--- src/rtl/serial_add_pkg.sv ---
// rtl/serial_add_pkg.sv - shared types and constants for the bit-serial adder
package serial_add_pkg;

    typedef enum logic [1:0] {
        IDLE = 2'd0,
        RUN  = 2'd1,
        DONE = 2'd2
    } sa_state_t;

    localparam int SA_WIDTH = 8;

endpackage

--- src/rtl/full_adder.sv ---
// rtl/full_adder.sv - combinational 1-bit full adder cell
module full_adder (
    input  logic a,
    input  logic b,
    input  logic ci,
    output logic sum,
    output logic co
);

    // Sum and carry of a single bit position.
    always_comb begin
        sum = a ^ b ^ ci;
        co  = (a & b) | (a & ci) | (b & ci);
    end

endmodule

--- src/rtl/serial_add_ctrl.sv ---
// rtl/serial_add_ctrl.sv - bit-serial adder controller reusing one full_adder cell
module serial_add_ctrl
    import serial_add_pkg::*;
#(
    parameter int N = SA_WIDTH
) (
    input  logic         clock,
    input  logic         n_reset,
    input  logic         start,
    input  logic [N-1:0] a,
    input  logic [N-1:0] b,
    input  logic         cin,
    output logic         busy,
    output logic         done,
    output logic [N-1:0] sum,
    output logic         cout
);

    localparam int CW = $clog2(N);
    localparam logic [CW-1:0] LAST_BIT = CW'(N - 1);

    sa_state_t     state_q, state_d;
    logic [N-1:0]  a_sh_q;
    logic [N-1:0]  b_sh_q;
    logic [N-1:0]  sum_q;
    logic          carry_q;
    logic [CW-1:0] cnt_q;
    logic          fa_s;
    logic          fa_co;

    // The single shared adder cell always looks at the low bits of the shifters.
    full_adder u_fa (
        .a   (a_sh_q[0]),
        .b   (b_sh_q[0]),
        .ci  (carry_q),
        .sum (fa_s),
        .co  (fa_co)
    );

    // Next-state selection and status outputs decoded from the current state.
    always_comb begin
        state_d = state_q;
        busy    = 1'b0;
        done    = 1'b0;
        case (state_q)
            IDLE: begin
                if (start) begin
                    state_d = RUN;
                end
            end
            RUN: begin
                busy = 1'b1;
                if (cnt_q == LAST_BIT) begin
                    state_d = DONE;
                end
            end
            DONE: begin
                busy    = 1'b1;
                done    = 1'b1;
                state_d = IDLE;
            end
            default: begin
                state_d = IDLE;
            end
        endcase
    end

    // State, operand shifters, partial sum, carry and bit counter.
    always_ff @(posedge clock or negedge n_reset) begin
        if (!n_reset) begin
            state_q <= IDLE;
            a_sh_q  <= '0;
            b_sh_q  <= '0;
            sum_q   <= '0;
            carry_q <= 1'b0;
            cnt_q   <= '0;
        end else begin
            state_q <= state_d;
            case (state_q)
                IDLE: begin
                    // Operands are captured only here; later input changes are ignored.
                    if (start) begin
                        a_sh_q  <= a;
                        b_sh_q  <= b;
                        carry_q <= cin;
                        sum_q   <= '0;
                        cnt_q   <= '0;
                    end
                end
                RUN: begin
                    // New result bit enters at the top so the LSB lands at bit 0 after N shifts.
                    carry_q <= fa_co;
                    sum_q   <= {fa_s, sum_q[N-1:1]};
                    a_sh_q  <= {1'b0, a_sh_q[N-1:1]};
                    b_sh_q  <= {1'b0, b_sh_q[N-1:1]};
                    cnt_q   <= cnt_q + CW'(1);
                end
                default: begin
                end
            endcase
        end
    end

    assign sum  = sum_q;
    assign cout = carry_q;

endmodule

--- config.mk ---
export PLATFORM = sky130hd
export DESIGN_NAME = serial_add_ctrl
export DESIGN_NICKNAME = d
export VERILOG_FILES = /design/src/rtl/serial_add_pkg.sv /design/src/rtl/full_adder.sv /design/src/rtl/serial_add_ctrl.sv
export SDC_FILE = /design/constraint.sdc
export NUM_CORES = 1
export LEC_CHECK = 0
export BUFFER_PORTS_ARGS = -buffer_cell sky130_fd_sc_hd__buf_2
export CORE_ASPECT_RATIO = 1.1
export CORE_UTILIZATION = 41
export CTS_CLUSTER_SIZE = 12
export DETAILED_ROUTE_END_ITERATION = 16
export PLACE_DENSITY = 0.64
export SETUP_SLACK_MARGIN = 0.15
export SLEW_MARGIN = 20
export SYNTH_ARGS = -nofsm -noshare
export SYNTH_HDL_FRONTEND = slang
export SYNTH_SLANG_ARGS = --single-unit
--- constraint.sdc ---
create_clock -name clock -period 2.1 [get_ports clock]
set_input_delay 0.105 -clock clock [delete_from_list [all_inputs] [get_ports clock]]
set_output_delay 0.105 -clock clock [all_outputs]
set_load 0.01 [all_outputs]
==> results of run 1 <==
## worst register-to-register path: cells and delay by family, from the launching register on
| family | cells | cell delay, ps |
|---|---|---|
| buffers and inverters | 3 | 530 |
| DFF | 1 | 410 |
| and+or+nand+nor | 1 | 360 |
| adders and majority gates | 1 | 330 |
| AOI/OAI and AO/OA | 1 | 130 |
## sequential cells by signal, summed over array words and instances (netlist names)
register	count
b_sh_q	8
sum	8
cout	1
a_sh_q	8
cnt_q	3
state_q	2
## kinds of logic (layout without fill, tap and decap cells)
logic type      count (synthesis)  count (layout)  share of synthesized area [%]
compound gates                 43              43                          21.38
fa+ha+maj                       7               7                          6.179
buf+inv                        18              53                          7.642
flops                          30              30                          48.78
mux                             2               2                          1.382
simple gates                   45              45                          14.63
## path summary, 6_finish.rpt
path | cells after the start | startpoint | endpoint
max | 6 | state_q[1] | a_sh_q[5]
min | 3 | b[7] | b_sh_q[7]
max reg2reg | 6 | state_q[1] | a_sh_q[5]
min reg2reg | 1 | sum[0] | sum[0]
max in group asynchronous | 2 | n_reset | cnt_q[0]
min in group asynchronous | 2 | n_reset | state_q[1]
## synthesized netlist by cell type (all sizes together) (3+ instances only)
cell type,n
nand3,5
a22o,9
nor2,13
o22ai,10
inv,6
buf,12
o21ai,9
dfrtp,30
ha,6
nor3,10
nand4,3
nor2b,3
a211oi,8
nand2,7
## metrics by stage
stage	setup slack [ps]	hold WS (ps)	area (um2)
floorplan	625.3	-190.6	1539
global placement	306.8	175.7	1692
detailed placement	220.0	185.4	1692
CTS	157.3	1.284	1780
global route	144.1	16.29	1812
finish	246.5	4.360	1812
## per-layer routing
layer / track usage [%] / vias up / part of all wire [%]
met5: 0 / - / 0
met4: 9.943 / 0 / 1.9
met3: 4.892 / 9 / 4.8
met2: 31.73 / 43 / 47
met1: 24.75 / 587 / 46
li1: - / 605 / -
## what timing repair did
item | 4_1_cts | 5_1_grt
endpoints found under the setup margin | 0 | 17
endpoints found under the hold margin | 30 | 0
hold buffers | 1 | 0
gates resized for setup | 0 | 3
buffers inserted | 0 | 3
## power groups by stage
| stage | clock [mW] | sequential [mW] | combinational, mW |
|---|---|---|---|
| 2_1_floorplan | 0 | 0.970 | 0.993 |
| 3_3_place_gp | 0 | 0.977 | 1.20 |
| 3_5_place_dp | 0 | 0.990 | 1.25 |
| 4_1_cts | 0.443 | 0.980 | 1.26 |
| 5_1_grt | 0.472 | 1.02 | 1.47 |
| 6_report | 0.430 | 0.982 | 1.31 |
## cell type report
class | count | area, um2 | share of cell area (%)
clock buffers | 8 | 78.83 | 4.351
inverters | 6 | 26.28 | 1.450
multi-input cells | 97 | 675.6 | 37.29
flip-flops and latches | 30 | 750.7 | 41.44
well taps | 48 | 60.06 | 3.315
repair buffers | 39 | 220.2 | 12.15
==> results.yml, run 1 <==
drt:
  drtPass1Iterations: 4
  wl_per_cell_um: 14.98
  viasPerCell: 5.456
  drc_errors: 0
  drt_iter0_drc: 67
  num_vias: 1244
  ant_nets: 0
  finalWirelength_mm: 3.416
setup_path:
  worst_ep_required_time_ps: 2330
  critical-path-top-delay-family: "buffers and inverters"
  cp.arrival_ps: 2090
  path_cells: "inv_1 -> ha_2 -> clkinvlp_4 -> buf_4 -> or3_1 -> o221a_2"
  critPathSlowestCell: "dfrtp_1"
  cp_num_buf_inv: 3
  reg2reg_slack_ps: 250
  criticalPathCategory: "flop to flop"
  start_kind: "flop"
  crit_path_max_incr_delay_ps: 410
  worstPathMaxFanout: 9
  end_kind: "flop"
die:
  die_x_um: 60.42
  ios: 31
  start_util_pct: 44.37
  die_area_um2: 4003
  die_h_um: 66.26
  coreArea_um2: 3468
  num_rows: 22
outcome:
  status: "finished clean"
timing:
  relSlewSlack_pct: 55.56
  worst_pin_slew_ps: 666.6
  fin_skew_ps: 6.147
  slew_viol_final: 0
  post-route-period-util_pct: 88.26
  rsz0062_at_grt: "no"
  hold_violations: 0
  setup_viol: 0
  max_freq_ghz: 0.5395
  min_period_ps: 1853
  fin_tns_setup_ps: 0
synth:
  yosysWarnings: 0
  syn_area_per_cell_um2: 10.61
  synth_top_area_share_pct: 48.78
  synthArstFlopShare_pct: 100.0
  yosysSeqAreaShare_pct: 48.78
  synth_edf_count: 0
  syn_inst: 145
  synth_area_leader_cell: "dfrtp_1"
  synthTopCellsByArea: "dfrtp_1 (49%), a22o_1 (5.1%), ha_1 (4.9%)"
  syn-num-nets: 172
  synth_cell_type_count: 31
  ys.flop_type: "dfrtp_1"
  synth_area_um2: 1539
  ys_ff_latch: 30
pwr:
  swShare_pct: 40.47
  p_total_mw: 2.725
  switchingPower_mw: 1.103
  internal_power_mw: 1.622
  clockPowerShare_pct: 15.8
  pwr-share-comb_pct: 48.2
  p_leak_nw: 0.8485
  power_density_nw_per_um2: 1504
  peakVddDrop_mv: 0.5606
  power_frac_seq_pct: 36.0
finish:
  nets: 206
  syn_to_final_growth_pct: 17.72
  drive_gt1_share_pct: 31.67
  final_cell_mix: "dfrtp_1 (30), buf_2 (30), nor2_1 (12)"
  fillCellCount: 326
  final_util_pct: 52.24
  final_cells: 228
  antenna_cells: 0
global_routing:
  grt_pass1_wl_mm: 5.692
  grt_max_degree: 31
  grt_use_total_pct: 19.95
  grt_pass1_vias: 1218
  grt_antenna_before_repair: 0
  grt-ovfl-total: 0
hold_path:
  worstHoldPathType: "primary input to flop"
cts:
  clk_latency_ps: 340
  clockBufferDepth: 2
  cts_tree: "built"
  cts_max_level: 2
  cts.sinks: 30
  numCtsBuffers: 5
  clk_pin_slew_ps: 90
  root_buffer: "clkbuf_4"
place:
  dpl.hpwl_mm: 2.289
  port_buffers: 30
  dp_cells: 216
  place_congestion: 0.7541
flow_run:
  drv_cap: 0
Power figures use the tool's default switching activity.
==> inputs of run 2 (changes only) <==
--- a/config.mk
+++ b/config.mk
@@ -6,7 +6,8 @@
 export NUM_CORES = 1
 export LEC_CHECK = 0
 export BUFFER_PORTS_ARGS = -buffer_cell sky130_fd_sc_hd__buf_2
-export CORE_ASPECT_RATIO = 1.1
+export CORE_ASPECT_RATIO = 1.25
+export CORE_MARGIN = 3
 export CORE_UTILIZATION = 41
 export CTS_CLUSTER_SIZE = 12
 export DETAILED_ROUTE_END_ITERATION = 16
==> results.yml, run 2 (synthesis results as in run 1) <==
drt:
  wl_per_cell_um: 14.86
  num_vias: 1243
  ant_nets: 0
  drtPass1Iterations: 4
  drc_errors: 0
  viasPerCell: 5.599
  finalWirelength_mm: 3.300
  drt_iter0_drc: 33
hold_path:
  worstHoldPathType: "primary input to flop"
place:
  pre_cts_ws_ps: 237.1
  place_congestion: 0.7918
  dpl.hpwl_mm: 2.299
  port_buffers: 30
setup_path:
  critPathSlowestCell: "dfrtp_1"
  cp.arrival_ps: 2030
  crit_path_max_incr_delay_ps: 400
  criticalPathCategory: "flop to flop"
  end_kind: "flop"
  cp_num_buf_inv: 3
  path_cells: "inv_1 -> ha_2 -> clkinvlp_4 -> buf_4 -> or3_1 -> nand3_1"
  critical-path-top-delay-family: "buffers and inverters"
  worst_ep_required_time_ps: 2310
  start_kind: "flop"
  worstPathMaxFanout: 13
global_routing:
  grt_pass1_wl_mm: 5.306
  grt_antenna_before_repair: 0
  grt_pass1_vias: 1196
  grt-ovfl-total: 0
  grt_max_degree: 31
  grt_use_total_pct: 15.69
timing:
  worst_slack_ps: 283.9
  fin_skew_ps: 7.271
  max_freq_ghz: 0.5506
  fin_tns_setup_ps: 0
  rsz0062_at_grt: "no"
  setup_viol: 0
  worst_pin_slew_ps: 651.5
  post-route-period-util_pct: 86.48
  hold_violations: 0
  min_period_ps: 1816
  slew_viol_final: 0
  relSlewSlack_pct: 56.57
pwr:
  peakVddDrop_mv: 0.6370
  p_leak_nw: 0.8663
  power_density_nw_per_um2: 1520
  p_total_mw: 2.790
finish:
  antenna_cells: 0
  final_cell_mix: "dfrtp_1 (30), buf_2 (30), nor2_1 (12)"
  final_util_pct: 51.80
  syn_to_final_growth_pct: 19.27
  nets: 209
  drive_gt1_share_pct: 32.24
die:
  start_util_pct: 43.43
  die_area_um2: 4530
  die_x_um: 60.80
  die_h_um: 74.50
  coreArea_um2: 3543
  ios: 31
  num_rows: 24
cts:
  clk_latency_ps: 280
  cts_max_level: 2
  clockBufferDepth: 2
  root_buffer: "clkbuf_8"
  clk_pin_slew_ps: 60
  numCtsBuffers: 5
  cts_tree: "built"
  cts.sinks: 30
flow_run:
  drv_cap: 0
outcome:
  status: "finished clean"
==> run 2: changes by cell type in the layout (fill, tap and decap cells not counted), sizes merged <==
cell and change:
buf +3, clkbuf -1, clkinv +1
==> run 2: report_power, final <==
group / switching [mW] / total, mW / internal (mW)
clock: 0.207 / 0.471 / 0.264
combinational: 0.734 / 1.34 / 0.608
sequential: 0.162 / 0.978 / 0.816
total: 1.10 / 2.79 / 1.69
==> run 2: worst paths after layout <==
kind | depth (start not counted) | slack [ps] | to | from
setup / recovery | 6 | 280 | cout | state_q[1]
hold reg to reg | 1 | 490 | sum[0] | sum[0]
min in group asynchronous | 2 | 390 | a_sh_q[7] | n_reset
hold / removal | 3 | 80 | b_sh_q[7] | b[7]
setup reg to reg | 6 | 280 | cout | state_q[1]
max in group asynchronous | 2 | 1290 | cnt_q[1] | n_reset
==> run 2: final cells by class <==
class | count | area, um2
clock buffers | 7 | 86.33
clock inverters | 1 | 5.005
fillers | 343 | 1708
inverters | 6 | 26.28
multi-input cells | 97 | 675.6
flip-flops and latches | 30 | 750.7
well taps | 39 | 48.80
repair buffers | 42 | 242.7
==> run 2: layer usage <==
layer | track usage [%] | share of wire (%) | vias to the layer above
met5 | 0 | 0 | -
li1 | - | - | 607
met3 | 4.861 | 4.2 | 6
met2 | 26.04 | 51 | 35
met1 | 18.70 | 43 | 595
met4 | 6.265 | 1.5 | 0
==> run 2: what timing repair did <==
item,4_1_cts,5_1_grt
setup endpoints to repair,0,17
endpoints found under the hold margin,30,0
hold buffers,1,0
buffers inserted,0,5
gates resized for setup,0,3
==> run 2: through the flow <==
step / hold WS [ps] / cell area, um2 / instances
after CTS: 71.13 / 1789 / 217
after global placement: 176.7 / 1688 / 208
after floorplan: -190.6 / 1539 / 145
final: 75.17 / 1836 / 222
after global routing: 96.52 / 1836 / 222
after detailed placement: 179.5 / 1688 / 208
==> run 2: worst min-delay path, delay by kind of cell <==
kind	cells	cell delay, ps
AOI/OAI and AO/OA	1	60
buffers and inverters	1	100
and+or+nand+nor	1	50
==> inputs of run 3 (changes only) <==
--- a/config.mk
+++ b/config.mk
@@ -11,9 +11,10 @@
 export CORE_UTILIZATION = 41
 export CTS_CLUSTER_SIZE = 12
 export DETAILED_ROUTE_END_ITERATION = 16
-export PLACE_DENSITY = 0.64
+export PLACE_DENSITY = 0.65
 export SETUP_SLACK_MARGIN = 0.15
 export SLEW_MARGIN = 20
 export SYNTH_ARGS = -nofsm -noshare
 export SYNTH_HDL_FRONTEND = slang
+export SYNTH_HIERARCHICAL = 1
 export SYNTH_SLANG_ARGS = --single-unit
==> results.yml, run 3 <==
drt:
  drc_errors: 0
  num_vias: 1192
  ant_nets: 0
  drt_iter0_drc: 54
  finalWirelength_mm: 3.296
  wl_per_cell_um: 16.00
  drtPass1Iterations: 4
  viasPerCell: 5.786
finish:
  fillCellCount: 307
  drive_gt1_share_pct: 31.36
  antenna_cells: 0
  final_cells: 206
  nets: 195
  syn_to_final_growth_pct: 18.70
  fin_area_um2: 1755
  final_cell_mix: "dfrtp_1 (30), buf_2 (30), nor2_1 (13)"
  final_util_pct: 52.59
hold_path:
  worstHoldPathType: "primary input to flop"
pwr:
  swShare_pct: 39.64
  internal_power_mw: 1.588
  clockPowerShare_pct: 18.6
  pwr-share-comb_pct: 45.0
  power_density_nw_per_um2: 1499
  power_frac_seq_pct: 36.4
  p_leak_nw: 0.8088
  switchingPower_mw: 1.043
  peakVddDrop_mv: 0.9932
timing:
  slew_viol_final: 0
  rsz0062_at_grt: "no"
  fin_skew_ps: 2.701
  worst_pin_slew_ps: 663.1
  setup_viol: 0
  min_period_ps: 1744
  relSlewSlack_pct: 55.79
  worst_slack_ps: 355.9
  fin_tns_setup_ps: 0
  max_freq_ghz: 0.5733
  hold_violations: 0
  post-route-period-util_pct: 83.05
flow_run:
  drv_cap: 0
cts:
  clockBufferDepth: 2
  cts_tree: "built"
  clk_latency_ps: 280
  cts_max_level: 2
  root_buffer: "clkbuf_8"
  numCtsBuffers: 5
  cts.sinks: 30
  cts_setup_buffers: 0
  clk_pin_slew_ps: 70
place:
  placed_cell_area_um2: 1650
  dpl.hpwl_mm: 2.252
  pre_cts_ws_ps: 368.0
  place_congestion: 0.7597
  port_buffers: 30
  dp_cells: 197
outcome:
  status: "finished clean"
synth:
  synthTopCellsByArea: "dfrtp_1 (51%), a22o_1 (7.1%), ha_1 (5.1%)"
  syn-num-nets: 162
  syn_area_per_cell_um2: 10.95
  synth_area_leader_cell: "dfrtp_1"
  synth_edf_count: 0
  yosysWarnings: 6
  yosysSeqAreaShare_pct: 50.76
  synthArstFlopShare_pct: 100.0
  synth_top_area_share_pct: 50.76
  syn_inst: 135
  ys.flop_type: "dfrtp_1"
  synth_area_um2: 1479
  ys_ff_latch: 30
  synth_cell_type_count: 30
  synth_common_cells: "dfrtp_1 (30), nor2_1 (13), a22o_1 (12)"
  synth_most_common_cell: "dfrtp_1"
global_routing:
  grt_max_degree: 31
  grt-ovfl-total: 0
  grt_use_total_pct: 16.30
  grt_pass1_wl_mm: 5.299
  grt_pass1_vias: 1159
  grt_antenna_before_repair: 0
setup_path:
  worstPathMaxFanout: 14
  worst_ep_required_time_ps: 2270
  reg2reg_slack_ps: 360
  criticalPathCategory: "flop to flop"
  end_kind: "flop"
  cp.arrival_ps: 1920
  start_kind: "flop"
die:
  die_x_um: 59.72
  start_util_pct: 44.30
  ios: 31
  die_area_um2: 4369
  coreArea_um2: 3338
  num_rows: 23
  die_h_um: 73.15
## run 3: cell types whose count changed after synthesis, moves of 2 or more
cell	before	now
a22o_1	9	12
a211oi_2	2	0
buf_4	5	1
a221oi_1	0	2
clkbuf_1	0	2
a211oi_1	6	8
o21ai_0	9	4
nand4_1	3	1
o22a_1	1	3
mux2_2	0	2
nand2_1	7	1
## run 3: routing by layer
metal / global-route usage (%) / share of wire (%)
met1: 19.93 / 43
met4: 8.128 / 2.4
met5: 0 / 0
met3: 4.956 / 4.3
met2: 25.60 / 50
## run 3: logic make-up after synthesis
| kind of cell | share of synthesized area (%) |
|---|---|
| AO/OA/AOI/OAI | 23.94 |
| AND/OR/NAND/NOR | 11.59 |
| flip-flops | 50.76 |
| buffers and inverters | 5.753 |
| adder cells (fa/ha/maj) | 6.430 |
| multiplexers | 1.523 |
## run 3: cell type report
type | count | area, um2 | area share, %
Sequential cell | 30 | 750.7 | 42.77
Multi-Input combinational cell | 89 | 643.1 | 36.64
Timing Repair Buffer | 36 | 197.7 | 11.26
Clock buffer | 6 | 82.58 | 4.704
Tap cell | 37 | 46.29 | 2.637
Inverter | 6 | 22.52 | 1.283
Clock inverter | 2 | 12.51 | 0.7128
## run 3: repair_timing
action                                 4_1_cts  5_1_grt
endpoints found under the hold margin       30        0
setup endpoints to repair                    0        0
hold buffers                                 1        0
gates resized for setup                      0        0
## run 3: final timing paths
check                      startpoint   endpoint  cells past startpoint
max reg2reg                state_q[0]  b_sh_q[0]                      5
max in group asynchronous     n_reset   cnt_q[1]                      2
min reg2reg                    sum[0]     sum[0]                      1
min in group asynchronous     n_reset  a_sh_q[0]                      2
max                        state_q[0]  b_sh_q[0]                      5
min                               cin       cout                      3
## run 3: per-stage QoR
step / hold slack, ps / total power, mW
final: 112.3 / 2.631
after global routing: 132.6 / 2.825
after CTS: 115.9 / 2.652
after detailed placement: 176.2 / 2.147
after global placement: 172.1 / 2.091
after floorplan: -190.6 / 1.854
## run 3: power by group through the flow
stage / registers, mW / logic (mW) / clock network [mW]
6_report: 0.957 / 1.18 / 0.490
3_3_place_gp: 0.949 / 1.14 / 0
5_1_grt: 0.981 / 1.32 / 0.522
2_1_floorplan: 0.944 / 0.910 / 0
3_5_place_dp: 0.963 / 1.18 / 0
4_1_cts: 0.957 / 1.19 / 0.501
## run 3: critical path, cell delays in order, from the launching register on
cell     delay [ps]
dfrtp_1         410
inv_1           110
ha_1            240
nand2_1         340
o22a_1          290
o221a_2         250
